===== config.mk =====
export PLATFORM = sky130hd
export DESIGN_NAME = bram_row_fetcher
export DESIGN_NICKNAME = d
export VERILOG_FILES = /design/src/rtl/softmax_pkg.sv /design/src/rtl/bram_rd_tag_pipe.sv /design/src/rtl/bram_row_fetcher.sv
export SDC_FILE = /design/constraint.sdc
export NUM_CORES = 1
export LEC_CHECK = 0
export BUFFER_PORTS_ARGS = -buffer_cell sky130_fd_sc_hd__buf_4
export CORE_AREA = 2 2 215 217
export CTS_CLUSTER_SIZE = 25
export DETAILED_ROUTE_END_ITERATION = 12
export DIE_AREA = 0 0 217 219
export PLACE_DENSITY = 0.76
export SETUP_SLACK_MARGIN = 0.2
export SYNTH_ARGS = -nofsm -noshare
export SYNTH_HDL_FRONTEND = slang
export SYNTH_SLANG_ARGS = --single-unit
export TNS_END_PERCENT = 100

===== constraint.sdc =====
create_clock -name i_clk -period 5.56 [get_ports i_clk]
set_clock_uncertainty 0.05 [all_clocks]
set_input_delay 0.556 -clock i_clk [delete_from_list [all_inputs] [get_ports i_clk]]
set_output_delay 0.556 -clock i_clk [all_outputs]
set_load 0.005 [all_outputs]

===== src/rtl/softmax_pkg.sv =====
// Shared types and defaults for the softmax row datapath.
package softmax_pkg;

    localparam int DEF_DATA_W  = 16;
    localparam int DEF_ROW_LEN = 32;

    typedef logic signed [DEF_DATA_W-1:0] elem_t;
    typedef elem_t row_t [DEF_ROW_LEN];

    typedef enum logic [1:0] {
        IDLE,
        ISSUE,
        DRAIN,
        HOLD
    } fetch_state_t;

endpackage


===== src/rtl/bram_rd_tag_pipe.sv =====
// Delay line of {valid, col} tags that follows BRAM read latency, so each
// returning data word emerges together with the row slot it belongs to.
module bram_rd_tag_pipe #(
    parameter int RD_LAT = 1,
    parameter int COL_W  = 5
) (
    input  logic             clk,
    input  logic             rst,
    input  logic             push_valid,
    input  logic [COL_W-1:0] push_col,
    output logic             pop_valid,
    output logic [COL_W-1:0] pop_col
);

    logic [RD_LAT-1:0] vld_sr;
    logic [COL_W-1:0]  col_sr [RD_LAT];

    // Shift tags one stage per cycle; reset drops every in-flight read.
    always_ff @(posedge clk) begin
        if (rst) begin
            vld_sr <= '0;
            for (int i = 0; i < RD_LAT; i++) begin
                col_sr[i] <= '0;
            end
        end else begin
            vld_sr[0] <= push_valid;
            col_sr[0] <= push_col;
            for (int i = 1; i < RD_LAT; i++) begin
                vld_sr[i] <= vld_sr[i-1];
                col_sr[i] <= col_sr[i-1];
            end
        end
    end

    assign pop_valid = vld_sr[RD_LAT-1];
    assign pop_col   = col_sr[RD_LAT-1];

endmodule


===== src/rtl/bram_row_fetcher.sv =====
// Reads bursts of consecutive rows out of a row-major BRAM and presents each
// row in parallel to the softmax engine behind a valid/ready handshake.
module bram_row_fetcher
    import softmax_pkg::*;
#(
    parameter int  DATA_W   = softmax_pkg::DEF_DATA_W,
    parameter int  ROW_LEN  = softmax_pkg::DEF_ROW_LEN,
    parameter int  NUM_ROWS = 32,
    parameter int  RD_LAT   = 1,
    localparam int ADDR_W   = $clog2(NUM_ROWS * ROW_LEN),
    localparam int ROW_W    = (NUM_ROWS > 1) ? $clog2(NUM_ROWS) : 1
) (
    input  logic                     i_clk,
    input  logic                     i_rst,
    input  logic                     i_start,
    input  logic [ROW_W-1:0]         i_row_idx,
    input  logic [ROW_W:0]           i_num_rows,
    output logic                     o_busy,
    output logic                     o_err,
    output logic                     o_bram_en,
    output logic [ADDR_W-1:0]        o_bram_addr,
    input  logic signed [DATA_W-1:0] i_bram_data,
    output logic signed [DATA_W-1:0] o_row [ROW_LEN],
    output logic                     o_valid,
    input  logic                     i_ready,
    output logic                     o_done
);

    localparam int               COL_W    = $clog2(ROW_LEN);
    localparam logic [COL_W-1:0] LAST_COL = COL_W'(ROW_LEN - 1);
    localparam logic [ROW_W-1:0] LAST_ROW = ROW_W'(NUM_ROWS - 1);
    localparam logic [ROW_W:0]   MAX_NUM  = (ROW_W + 1)'(NUM_ROWS);

    fetch_state_t     state;
    logic [ROW_W-1:0] cur_row;
    logic [ROW_W:0]   rows_left;
    logic [COL_W-1:0] col;

    logic             tag_valid;
    logic [COL_W-1:0] tag_col;
    logic             row_ok;
    logic             num_ok;
    logic             start_ok;

    // When NUM_ROWS fills the index width every encodable row exists, so the
    // range check collapses to a constant instead of a tautological compare.
    generate
        if (NUM_ROWS == (1 << ROW_W)) begin : g_row_full
            assign row_ok = 1'b1;
        end else begin : g_row_cmp
            assign row_ok = (i_row_idx < LAST_ROW) || (i_row_idx == LAST_ROW);
        end
    endgenerate

    assign num_ok   = (i_num_rows != '0) && (i_num_rows <= MAX_NUM);
    assign start_ok = row_ok && num_ok;

    assign o_bram_en   = (state == ISSUE);
    assign o_bram_addr = (state == ISSUE)
                       ? (ADDR_W'(cur_row) * ADDR_W'(ROW_LEN) + ADDR_W'(col))
                       : '0;

    bram_rd_tag_pipe #(
        .RD_LAT (RD_LAT),
        .COL_W  (COL_W)
    ) u_tag_pipe (
        .clk        (i_clk),
        .rst        (i_rst),
        .push_valid (o_bram_en),
        .push_col   (col),
        .pop_valid  (tag_valid),
        .pop_col    (tag_col)
    );

    // Fetch FSM: issue one row of reads, drain the pipe, hold the row until accepted.
    always_ff @(posedge i_clk) begin
        if (i_rst) begin
            state     <= IDLE;
            cur_row   <= '0;
            rows_left <= '0;
            col       <= '0;
            o_busy    <= 1'b0;
            o_err     <= 1'b0;
            o_valid   <= 1'b0;
            o_done    <= 1'b0;
            for (int k = 0; k < ROW_LEN; k++) begin
                o_row[k] <= '0;
            end
        end else begin
            o_err  <= 1'b0;
            o_done <= 1'b0;

            if (tag_valid) begin
                o_row[tag_col] <= i_bram_data;
            end

            case (state)
                IDLE: begin
                    if (i_start) begin
                        if (start_ok) begin
                            cur_row   <= i_row_idx;
                            rows_left <= i_num_rows;
                            col       <= '0;
                            o_busy    <= 1'b1;
                            state     <= ISSUE;
                        end else begin
                            o_err <= 1'b1;
                        end
                    end
                end
                ISSUE: begin
                    if (col == LAST_COL) begin
                        col   <= '0;
                        state <= DRAIN;
                    end else begin
                        col <= col + 1'b1;
                    end
                end
                DRAIN: begin
                    if (tag_valid && (tag_col == LAST_COL)) begin
                        o_valid <= 1'b1;
                        state   <= HOLD;
                    end
                end
                HOLD: begin
                    if (o_valid && i_ready) begin
                        o_valid   <= 1'b0;
                        rows_left <= rows_left - 1'b1;
                        cur_row   <= (cur_row == LAST_ROW) ? '0 : cur_row + 1'b1;
                        if (rows_left == (ROW_W + 1)'(1)) begin
                            o_busy <= 1'b0;
                            o_done <= 1'b1;
                            state  <= IDLE;
                        end else begin
                            col   <= '0;
                            state <= ISSUE;
                        end
                    end
                end
                default: state <= IDLE;
            endcase
        end
    end

endmodule


==> Word-level counts from Yosys, hierarchy flattened <==
Memory sizes are Yosys's and may differ from the RTL's.
Cells that the tools add are included.
{ "op_classes": {"addsub": 4, "magnitude_cmp": 3, "eq_ne": 14, "mux": 41, "bitwise": 5, "reduce_logical": 17} }
{ "ops": {"columns": ["op", "n"], "rows": [
  ["$bwmux 512", 1],
  ["$demux 16 s5", 1],
  ["$mux 5", 10],
  ["$mux 6", 3],
  ["$mux 16", 1],
  ["$eq 5x5->1 const B", 3],
  ["$pmux 5 s3", 1],
  ["$reduce_and 5->1", 3],
  ["$ne 2x2->1 const B", 7],
  ["$mux 1", 13],
  ["$pmux 6 s2", 1],
  ["$add 10x5->10", 1],
  ["$add 5x1->5 const B", 2],
  ["$mux 10", 1],
  ["$mux 2", 5],
  ["$pmux 5 s2", 1],
  ["$pmux 2 s4", 1],
  ["$eq 6x1->1 const B", 1],
  ["$ge 6x6->1 const B", 1],
  ["$le 6x6->1 const B", 1],
  ["$lt 6x1->1 const B", 1],
  ["$not 5->6", 1],
  ["$reduce_bool 6->1", 1],
  ["$reduce_or 3->1", 2],
  ["other kinds (12)", 21]
]} }
{ "totals": {"register_bits": 535, "ramBits": 5, "in_bits": 31, "n_memories": 1} }
{ "mem_list": {"columns": ["memory", "words", "width", "read_ports", "rd_clocked_by_memory_dff", "write_ports", "line", "source"], "rows": [
  ["u_tag_pipe.col_sr", 1, 5, 1, 0, 1, "bram_rd_tag_pipe.sv:16", "logic [COL_W-1:0] col_sr [RD_LAT];"]
]} }

==> Longest topological paths before layout <==
An unclocked memory read counts as a cell.
{ "logic_depth": {"ltp_word": 7, "depth_mapped": 8} }

==> Cells and area by module <==
A second synthesis with hierarchy kept.
{ "unflattened": {"cells_unflattened": 2510, "area_unflattened_um2": 19608.8} }
{ "modules_own_cells": {"columns": ["module", "n_inst", "cells_per_inst", "area_per_inst_um2"], "rows": [
  ["bram_row_fetcher", 1, 2498, 19451.2],
  ["bram_rd_tag_pipe", 1, 12, 157.7]
]} }

==> Worst setup path after synthesis <==
Ideal clock, no wire load.
{ "synth_timing": {"path_kind": "input to register", "from": "input i_num_rows[0]", "to": "register col[3]", "setup_ns": 0.070, "arrival_ns": 1.928, "slack_ns": 3.512, "stages": 5, "cell_sequence": "nor3_1 -> mux2i_1 -> o21ai_2 -> or4_1 -> a21oi_1"} }
{ "synth_via": {"elab_chain_len": 4} }
{ "synth_lines": {"columns": ["element", "line", "source"], "rows": [
  ["start: declaration", "bram_row_fetcher.sv:17", "input logic [ROW_W:0] i_num_rows,"],
  ["$le 6x6->1 or $reduce_bool 6->1 (tied branches)", "bram_row_fetcher.sv:55", "assign num_ok = (i_num_rows != '0) && (i_num_rows <= MAX_NUM);"],
  ["$logic_and 1x1->1 (*)", "bram_row_fetcher.sv:55", null],
  ["$ne 2x2->1 (no source line) (*)", null, null],
  ["$reduce_and 5->1 (no source line) (*)", null, null],
  ["end signal: assignment", "bram_row_fetcher.sv:116", "col <= col + 1'b1;"],
  ["end: declaration", "bram_row_fetcher.sv:37", "logic [COL_W-1:0] col;"]
]} }
Every way passes the cells marked *; elsewhere a longest branch is shown, timed or not.
A chain may end at the register's enable or synchronous reset.

==> Worst setup path after layout <==
{ "layout_timing": {"from": "register state[1]", "to": "register rows_left[0]"} }
{ "layout_via": {"elab_chain_len": 3} }
{ "layout_lines": {"columns": ["element", "line", "source"], "rows": [
  ["start: declaration", "bram_row_fetcher.sv:34", "fetch_state_t state;"],
  ["start signal: assignment", "bram_row_fetcher.sv:78", "state <= IDLE;"],
  ["start signal: assignment", "bram_row_fetcher.sv:105", "state <= ISSUE;"],
  ["start signal: assignment", "bram_row_fetcher.sv:114", "state <= DRAIN;"],
  ["$eq 2x2->1 or $logic_not 2->1 (tied branches)", "bram_row_fetcher.sv:97", "case (state)"],
  ["$ne 2x2->1 (no source line) or $reduce_bool 2->1 (tied branches)", null, null],
  ["$reduce_and 4->1 (no source line)", null, null],
  ["end signal: assignment", "bram_row_fetcher.sv:102", "rows_left <= i_num_rows;"],
  ["end signal: assignment", "bram_row_fetcher.sv:128", "rows_left <= rows_left - 1'b1;"],
  ["end: declaration", "bram_row_fetcher.sv:36", "logic [ROW_W:0] rows_left;"]
]} }
Several ways; a longest one is shown, not always the timed one.

==> flow_summary.yaml <==
cells_and_area:
  fill_cells: 4007
  finished_core_util_pct: 56.9
  layout-drive-gt1-share_pct: 23.2
  final_net_count: 2982
  multi_input_comb_area_um2: 8060
  area.growth.synth_to_final_pct: 30.2
  regArea_um2: 10800
  insertedDiodeCount: 0
  fin_area_um2: 25700
logic_synthesis:
  yosys-mux-area-fraction_pct: 0.305
  yosysWarningCount: 0
  mappedNetlistNets: 2549
  most_frequent_cell_after_synthesis: "nand2_1"
  syn_avg_cell_area_um2: 7.86
  dominant_combinational_cell_family_by_area_after_synthesis: "simple AND/OR/NAND/NOR gates"
  async_flop_share_pct: 0
  synth-edff-count: 0
  synth_simple_gate_area_share_pct: 25.3
  synth-compound-area-share_pct: 14.5
  synth_area_leaders: "dfxtp_1 55%, nand2_1 20%, a21oi_1 13%"
  synth.lib_cells_used.distinct: 56
  netlist.area_leader.share_pct: 54.8
  synth.yosys.seq_area_share_pct: 54.8
  adder_and_majority_gate_portion_of_the_synthesized_area_pct: 0.635
  mappedNetlistArea_um2: 19700
  synth_ff_type: "dfxtp_1"
  synth.ff_latch_count: 540
  post_synth_inst_count: 2508
  post_synth_most_frequent_cells: "1070 x nand2_1, 540 x dfxtp_1, 524 x a21oi_1"
  yosysTopAreaCell: "dfxtp_1"
  synthXorXnorAreaFrac_pct: 0.0888
run_status:
  outcome: "finished clean"
sta:
  hold_ws_ns: 0.185
  rsz0062_at_grt: "no"
  max_freq_mhz: 344
  timing.max_slew.rel_slack_pct: 29.3
  setup-tns-final_ns: 0
  finalMaxSlewViolations: 0
  finalHoldViolCount: 0
  smallest_setup_slack_after_layout_ns: 2.66
  setup_viol_count_final: 0
  tightest_slew_ns: 1.06
  fin_crit_sh_pct: 52.2
  period_minus_slack_ns: 2.90
worst_setup_path:
  cp_num_buf_inv: 0
  setup.reg_to_reg.worst_slack_ns: 2.66
  crit_start: "state[1]"
  worst-path-max-fanout: 26
  worst_setup_path_end_kind: "flop"
  cp_cell_sequence: "ha_1, nand3_1, a2bb2oi_1, a21oi_1, a311oi_1"
  cpPeakStageDelay_ns: 0.80
  critical_path_class: "reg -> reg"
  crit_arrival_ns: 3.34
  timing.critical_path.from_type: "flop"
  timing.critical_path.max_delay_family: "compound AO/OA/AOI/OAI gates"
  worst_r2r_startpoint: "state[1]"
  worst_path_max_delay_cell: "ha_1"
  cp_data_required_time_ns: 5.99
die:
  core-area_um2: 45100
  io_pins: 558
  initial_utilization_pct: 43.7
  die_x_um: 217
  num_rows: 78
  fp.dieArea_um2: 47500
  die_h_um: 219
clock_tree:
  ctsLongestPathBuffers: 3
  tritoncts_num_sinks: 540
  htree_num_levels: 2
  post_cts.resized_instances: 0
  tritoncts_clock_tree: "done"
  holdBufCountCts: 0
  root_buffer_master: "clkbuf_16"
  postCtsSetupRepairBufs: 0
  clkSlewWorstSetupHoldPaths_ns: 0.06
  clk-insertion-delay-late_ns: 0.58
  number_of_buffers_added_by_the_clock_tree_synthesis_step: 55
route:
  wl_mm: 73.3
  drtIter0Drc: 1865
  via_count: 19400
  drt_drc_violations_left: 0
  drt_pre_antenna_iters: 6
  detail_route_antenna_nets: 0
  drt-wirelength-per-cell_um: 20.4
  routed_via_density: 5.40
power:
  max-vdd-ir-drop_mv: 0.273
  cellPowerDensity_nw_per_um2: 326
  static-leakage-power_nw: 9.93
placement:
  portBuffers: 557
  routabilityCongestion: 0.900
  place_ws_ns: 2.71
  dp_hpwl_mm: 45.5
  detailed_place.area_um2: 23900
global_routing:
  groute.usage.overall_pct: 29.2
  grt_overflow_total: 0
  first_global_vias: 18200
  grt_antenna_before_repair: 0
  grt_first_pass_wirelength_mm: 106
  grt_start_max_net_pins: 195
hold_path:
  hold_path_startpoint: "i_start"
  worstHoldPathType: "in -> reg"
job:
  max_cap_viol: 0
==> per-stage QoR <==
| stage | power (mW) | std cells |
|---|---|---|
| after detailed placement | 4.77 | 3484 |
| after global placement | 4.74 | 3484 |
| after CTS | 8.37 | 3584 |
| final | 8.36 | 3584 |
| after floorplan | 4.51 | 2508 |
| after global routing | 8.60 | 3584 |
==> cell type report <==
| class | count | area share [%] |
|---|---|---|
| timing repair buffer | 560 | 16.5 |
| clock inverter | 18 | 0.634 |
| tap | 600 | 2.92 |
| sequential | 540 | 42.1 |
| inverter | 10 | 0.146 |
| multi-input combinational | 1774 | 31.4 |
| clock buffer | 82 | 6.30 |
==> tightest hold or removal path, cell delays in order <==
cell and delay [ns]:
buf_4 0.12, nand2_1 0.06, nor3_1 0.04
==> layer usage <==
metal  wire length [µm]  global-route usage (%)  share of wire, %
met5                  0                       0                 0
met4               4040                    15.5               5.5
met3               7710                    7.86                11
met2              33900                    47.5                46
met1              27600                    35.3                38
==> logic make-up after synthesis <==
group                      count (synthesis)
adders and majority gates                 10
xor gates and xnor gates                   2
buffers and inverters                    194
DFF                                      540
and+or+nand+nor                         1197
muxes                                      6
AOI/OAI and AO/OA                        559
==> placed cells by master, fill, tap and decap left out, types with 3 or more instances in the layout <==
| master | count |
|---|---|
| or2_2 | 4 |
| nor2b_1 | 9 |
| buf_4 | 557 |
| dfxtp_1 | 540 |
| clkbuf_16 | 55 |
| and2_1 | 11 |
| a21oi_1 | 524 |
| nor2_8 | 7 |
| a21o_1 | 3 |
| o22ai_1 | 3 |
| nand3_1 | 5 |
| nor2_1 | 26 |
| clkinvlp_4 | 3 |
| nor3b_1 | 3 |
| nor3_1 | 9 |
| clkbuf_1 | 13 |
| inv_1 | 10 |
| mux2i_1 | 6 |
| inv_6 | 3 |
| nand2_1 | 1070 |
| ha_1 | 10 |
| a211oi_1 | 3 |
| nand2b_1 | 5 |
| nor2_4 | 19 |
| clkbuf_8 | 14 |
| clkinv_2 | 9 |
| nor2_2 | 5 |
| o21ai_0 | 11 |
| and3_1 | 6 |
==> power breakdown <==
| part | switching, mW | internal, mW | leakage [nW] | total, mW |
|---|---|---|---|---|
| clock | 1.56 | 2.10 | 0.875 | 3.66 |
| combinational | 0.496 | 0.206 | 4.71 | 0.702 |
| sequential | 0.0630 | 3.93 | 4.35 | 4.00 |
==> path summary, 6_finish.rpt <==
path	depth (start not counted)	end
setup reg to reg	5	rows_left[0]
hold reg to reg	2	o_row[401]
hold / removal	3	o_err
setup / recovery	5	rows_left[0]
==> registers in the layout (all words and copies together), names as in the netlist <==
name,flops
o_done,1
state,2
rows_left,6
o_busy,1
o_err,1
cur_row,5
o_valid,1
u_tag_pipe.col_sr,5
col,5
u_tag_pipe.pop_valid,1
o_row,512
No activity file was read; power rests on OpenSTA's default activity.
